<file path="src/rtl/seg7_scan_driver.sv">
// ============================================================================
// seg7_scan_driver : multiplexed multi-digit 7-segment driver, frame-safe load
// Revision: 1.0
// ============================================================================
`default_nettype none

module seg7_scan_driver #(
   parameter int DIGITS     = 4,
   parameter int SCAN_DIV   = 1000,
   parameter int HEX_EN     = 1,
   parameter int ACTIVE_LOW = 0
) (
   input  logic                  clk,
   input  logic                  rst,
   input  logic                  en,
   input  logic                  blank_lz,
   input  logic                  load_valid,
   output logic                  load_ready,
   input  logic [4*DIGITS-1:0]   load_data,
   input  logic [DIGITS-1:0]     load_dp,
   output logic [6:0]            seg_out,
   output logic                  dp_out,
   output logic [DIGITS-1:0]     an_out,
   output logic                  frame_tick
);

   localparam int              CNT_W    = $clog2(SCAN_DIV);
   localparam int              IDX_W    = (DIGITS > 1) ? $clog2(DIGITS) : 1;
   localparam logic [CNT_W-1:0] CNT_LAST = CNT_W'(SCAN_DIV - 1);
   localparam logic [IDX_W-1:0] IDX_LAST = IDX_W'(DIGITS - 1);
   localparam logic            POL      = (ACTIVE_LOW != 0);
   localparam logic            HEX_ON   = (HEX_EN != 0);

   logic [CNT_W-1:0]    cnt_q, cnt_d;
   logic [IDX_W-1:0]    idx_q, idx_d;
   logic [4*DIGITS-1:0] active_q, active_d;
   logic [DIGITS-1:0]   active_dp_q, active_dp_d;
   logic [4*DIGITS-1:0] shadow_q, shadow_d;
   logic [DIGITS-1:0]   shadow_dp_q, shadow_dp_d;
   logic                pending_q, pending_d;
   logic                frame_tick_q, frame_tick_d;
   logic [6:0]          seg_q, seg_d;
   logic                dp_q, dp_d;
   logic [DIGITS-1:0]   an_q, an_d;

   logic                tick;
   logic                fe;
   logic                accept;
   logic [DIGITS-1:0]   lz_blank;
   logic                all_zero;
   logic [3:0]          cur_nib;
   logic                cur_dp;
   logic                cur_blank;
   logic [DIGITS-1:0]   cur_an;
   logic [6:0]          dec_seg;

   assign tick       = (cnt_q == CNT_LAST);
   assign fe         = tick && (idx_q == IDX_LAST);
   assign load_ready = !pending_q;
   assign accept     = load_valid && !pending_q;

   // Scan divider and digit index run regardless of en.
   always_comb begin
      cnt_d = cnt_q + 1'b1;
      idx_d = idx_q;
      if (tick) begin
         cnt_d = '0;
         idx_d = (idx_q == IDX_LAST) ? '0 : idx_q + 1'b1;
      end
   end

   // Shadow/active hand-over; a load accepted on fe itself waits for the next fe.
   always_comb begin
      active_d    = active_q;
      active_dp_d = active_dp_q;
      shadow_d    = shadow_q;
      shadow_dp_d = shadow_dp_q;
      pending_d   = pending_q;
      if (fe && pending_q) begin
         active_d    = shadow_q;
         active_dp_d = shadow_dp_q;
         pending_d   = 1'b0;
      end
      if (accept) begin
         shadow_d    = load_data;
         shadow_dp_d = load_dp;
         pending_d   = 1'b1;
      end
      frame_tick_d = fe;
   end

   // lz_blank[k]: nibbles k..DIGITS-1 are all zero (digit 0 never qualifies).
   always_comb begin
      lz_blank = '0;
      all_zero = 1'b1;
      for (int k = DIGITS - 1; k >= 1; k--) begin
         all_zero    = all_zero && (active_q[4*k +: 4] == 4'h0);
         lz_blank[k] = all_zero;
      end
   end

   always_comb begin
      cur_nib   = 4'h0;
      cur_dp    = 1'b0;
      cur_blank = 1'b0;
      cur_an    = '0;
      for (int i = 0; i < DIGITS; i++) begin
         if (idx_q == IDX_W'(i)) begin
            cur_nib   = active_q[4*i +: 4];
            cur_dp    = active_dp_q[i];
            cur_blank = blank_lz && lz_blank[i];
            cur_an[i] = 1'b1;
         end
      end
   end

   always_comb begin
      dec_seg = 7'h00;
      case (cur_nib)
         4'h0: dec_seg = 7'h3F;
         4'h1: dec_seg = 7'h06;
         4'h2: dec_seg = 7'h5B;
         4'h3: dec_seg = 7'h4F;
         4'h4: dec_seg = 7'h66;
         4'h5: dec_seg = 7'h6D;
         4'h6: dec_seg = 7'h7D;
         4'h7: dec_seg = 7'h07;
         4'h8: dec_seg = 7'h7F;
         4'h9: dec_seg = 7'h6F;
         4'hA: dec_seg = HEX_ON ? 7'h77 : 7'h00;
         4'hB: dec_seg = HEX_ON ? 7'h7C : 7'h00;
         4'hC: dec_seg = HEX_ON ? 7'h39 : 7'h00;
         4'hD: dec_seg = HEX_ON ? 7'h5E : 7'h00;
         4'hE: dec_seg = HEX_ON ? 7'h79 : 7'h00;
         4'hF: dec_seg = HEX_ON ? 7'h71 : 7'h00;
         default: dec_seg = 7'h00;
      endcase
   end

   // Output registers hold active-high values; a blanked digit keeps its anode.
   always_comb begin
      seg_d = 7'h00;
      dp_d  = 1'b0;
      an_d  = '0;
      if (en) begin
         an_d = cur_an;
         if (!cur_blank) begin
            seg_d = dec_seg;
            dp_d  = cur_dp;
         end
      end
   end

   always_ff @(posedge clk) begin
      if (rst) begin
         cnt_q        <= '0;
         idx_q        <= '0;
         active_q     <= '0;
         active_dp_q  <= '0;
         shadow_q     <= '0;
         shadow_dp_q  <= '0;
         pending_q    <= 1'b0;
         frame_tick_q <= 1'b0;
         seg_q        <= 7'h00;
         dp_q         <= 1'b0;
         an_q         <= '0;
      end else begin
         cnt_q        <= cnt_d;
         idx_q        <= idx_d;
         active_q     <= active_d;
         active_dp_q  <= active_dp_d;
         shadow_q     <= shadow_d;
         shadow_dp_q  <= shadow_dp_d;
         pending_q    <= pending_d;
         frame_tick_q <= frame_tick_d;
         seg_q        <= seg_d;
         dp_q         <= dp_d;
         an_q         <= an_d;
      end
   end

   assign seg_out    = seg_q ^ {7{POL}};
   assign dp_out     = dp_q ^ POL;
   assign an_out     = an_q ^ {DIGITS{POL}};
   assign frame_tick = frame_tick_q;

endmodule

`default_nettype wire

</file>
<file path="config.mk">
export PLATFORM = sky130hd
export DESIGN_NAME = seg7_scan_driver
export DESIGN_NICKNAME = d
export VERILOG_FILES = /design/src/rtl/seg7_scan_driver.sv
export SDC_FILE = /design/constraint.sdc
export NUM_CORES = 1
export LEC_CHECK = 0
export CORE_ASPECT_RATIO = 1.1
export CORE_MARGIN = 5
export CORE_UTILIZATION = 46
export DETAILED_ROUTE_END_ITERATION = 7
export GPL_ROUTABILITY_DRIVEN = 0
export PLACE_DENSITY = 0.66
export SKIP_CTS_REPAIR_TIMING = 1
export SYNTH_ARGS = -nofsm -noshare
export SYNTH_HDL_FRONTEND = slang
export SYNTH_SLANG_ARGS = --single-unit
</file>
<file path="constraint.sdc">
create_clock -name clk -period 4.36 [get_ports clk]
set_input_delay 0.872 -clock clk [delete_from_list [all_inputs] [get_ports clk]]
set_output_delay 0.872 -clock clk [all_outputs]
set_load 0.01 [all_outputs]
</file>
==> metrics.yaml <==
outcome:
  status: "finished clean"
clock_tree:
  cts_tree: "yes"
  clockBufferDepth: 2
  numCtsBuffers: 9
  clock_sinks: 66
  clkTransAtPathRegs_ns: 0.07
  htree_levels: 3
  clock_latency_ns: 0.33
  cts_root_buf: "clkbuf_8"
detailed_routing:
  dr.pass1.iters: 4
  wl_per_cell_um: 12.60
  drc_errors: 0
  ant_nets: 0
  detail_route.wirelength_um: 5457
  drt_iter0_markers: 112
  vias: 2179
  viasPerCell: 5.032
critical_path:
  crit_path_max_fanout: 16
  slowest_stage: "ha_1"
  path_buf_inv: 1
  crit_top_cell: "ha_1"
  worstPathRequired_ns: 4.59
  crit_family: "compound AO/OA/AOI/OAI gates"
  path_cells: "ha_1, a211oi_1, a221oi_2, inv_1, ha_1, nand2_1, o21ai_0, a221oi_1"
  startpoint_type: "flip-flop"
  arrival_ns: 2.83
  slowest_delay_ns: 0.53
  crit_cells: 8
  critical_path_class: "flip-flop to flip-flop"
  r2r_cells: 8
  crit_path_end_kind: "flip-flop"
yosys:
  ys_dominant_reg_cell: "dfxtp_1"
  synth.net_count: 350
  seq_area_frac_synth_pct: 46.48
  ys_seq_elements: 66
  netlist_area_um2: 2843
  yosys_warnings: 0
  synth_cells: 313
  async_flop_share_pct: 0
  synth_edf_count: 0
  avgSynthCellArea_um2: 9.082
  ys_types: 39
pwr:
  power_frac_clock_pct: 44.5
  ir_worst_vdd_v: 0.0002070
  p_int_mw: 1.009
  leakage_nw: 1.278
  p_comb_share_pct: 5.6
  power_mw: 1.261
  seq_power_share_pct: 49.8
  p_per_area_nw_per_um2: 366.9
  p_sw_uw: 251.6
  swShare_pct: 19.96
layout:
  mostFrequentLayoutCells: "66 x dfxtp_1, 55 x nand2_1, 38 x clkdlybuf4s50_1"
  synthToLayoutAreaGrowth_pct: 20.91
  fin_nets: 386
  fin_area_um2: 3437
  antenna_cells: 0
  layout-drive-gt1-share_pct: 5.666
  layout_commonest_cell: "dfxtp_1"
sta:
  relSlewSlack_pct: 47.62
  tightestPinTransition_ns: 0.7832
  setup_violations: 0
  rsz0062_at_grt: "no"
  fmax_ghz: 0.3835
  final.setup.tns_ns: 0
  hold_viol_final: 0
  finClkSkew_ns: 0.007662
  post-route-period-util_pct: 59.81
  fin_crit_ns: 2.608
  slew_viol_final: 0
  fin_hold_ws_ns: 0.4387
floorplanning:
  initial_utilization_pct: 46.75
  die_x_um: 84.96
  die_h_um: 92.45
  floorplan.rows: 30
  dieArea_um2: 7854
  boundaryPins: 39
  core_area_um2: 6081
global_route:
  grt_start_max_net_pins: 27
  grt_pass1_vias: 2138
  overflow: 0
  grt_pass1_wl_um: 9266
  grt.total_usage_pct: 14.64
  antenna_found_initial: 0
flow_run:
  maxCapViolations: 0
hold_path:
  hold_class: "flip-flop to flip-flop"
  hold_depth: 1
placement:
  io_buffers: 38
  post_dp_cell_area_um2: 3218
  dp_hpwl_um: 3914
[layer usage]
layer	share of wire, %	track usage (%)	wire [µm]
met5	0	0	0
met3	4.9	5.160	270
met4	1.4	4.881	79
met2	47	24.61	2549
met1	47	17.27	2558
[Yosys cell counts (4+ instances only)]
library cell	instances	area share (%)
a21oi_1	27	4.8
and2_1	5	1.1
clkbuf_1	6	0.79
dfxtp_1	66	46
ha_1	12	5.3
inv_1	8	1.1
mux2i_1	22	7.7
nand2_1	55	7.3
nand3_1	5	0.88
nor2_1	37	4.9
nor2b_1	5	1.1
nor3_1	4	0.70
nor3b_1	4	1.1
o21ai_0	7	1.2
xnor2_1	4	1.2
[sequential cells by signal, summed over array words and instances, names as in the netlist]
name and cells:
frame_tick 1, active_dp_q 4, dp_out 1, shadow_dp_q 4
seg_out 7, an_out 4, cnt_q 10, pending_q 1
idx_q 2, active_q 16, shadow_q 16
[power groups by stage]
stage	combinational [mW]	sequential, mW	clock [mW]
final	0.0712	0.628	0.561
after global routing	0.0799	0.630	0.597
after global placement	0.0718	0.642	0
after CTS	0.0727	0.629	0.575
after floorplan	0.0342	0.642	0
after detailed placement	0.0727	0.642	0
[cell type report]
type	instances	area (µm²)
flip-flops and latches	66	1321
fillers	572	2644
clock inverters	2	60.06
clock buffers	13	158.9
inverters	8	30.03
repair buffers	40	395.4
multi-input cells	224	1371
well taps	80	100.1
[through the flow]
step / setup slack (ns) / utilization [%] / cells
CTS: 1.791 / 56.52 / 433
global route: 1.471 / 56.52 / 433
detailed placement: 1.599 / 52.92 / 418
finish: 1.752 / 56.52 / 433
global placement: 1.660 / 52.92 / 418
floorplan: 2.251 / - / 313
[path summary, 6_finish.rpt]
kind | startpoint | to | slack, ns
setup / recovery | idx_q[0] | seg_out[6] | 1.75
hold / removal | cnt_q[0] | cnt_q[0] | 0.44
setup reg to reg | idx_q[0] | seg_out[6] | 1.75
hold reg to reg | cnt_q[0] | cnt_q[0] | 0.44
[kinds of logic after synthesis]
kind of cell    count (synthesis)  synth area share [%]
xor+xnor                        7                 2.157
compound gates                 51                 11.40
mux                            22                 7.746
flops                          66                 46.48
simple gates                  132                 21.65
buf+inv                        23                 5.282
fa+ha+maj                      12                 5.282
Power figures use the tool's default switching activity.
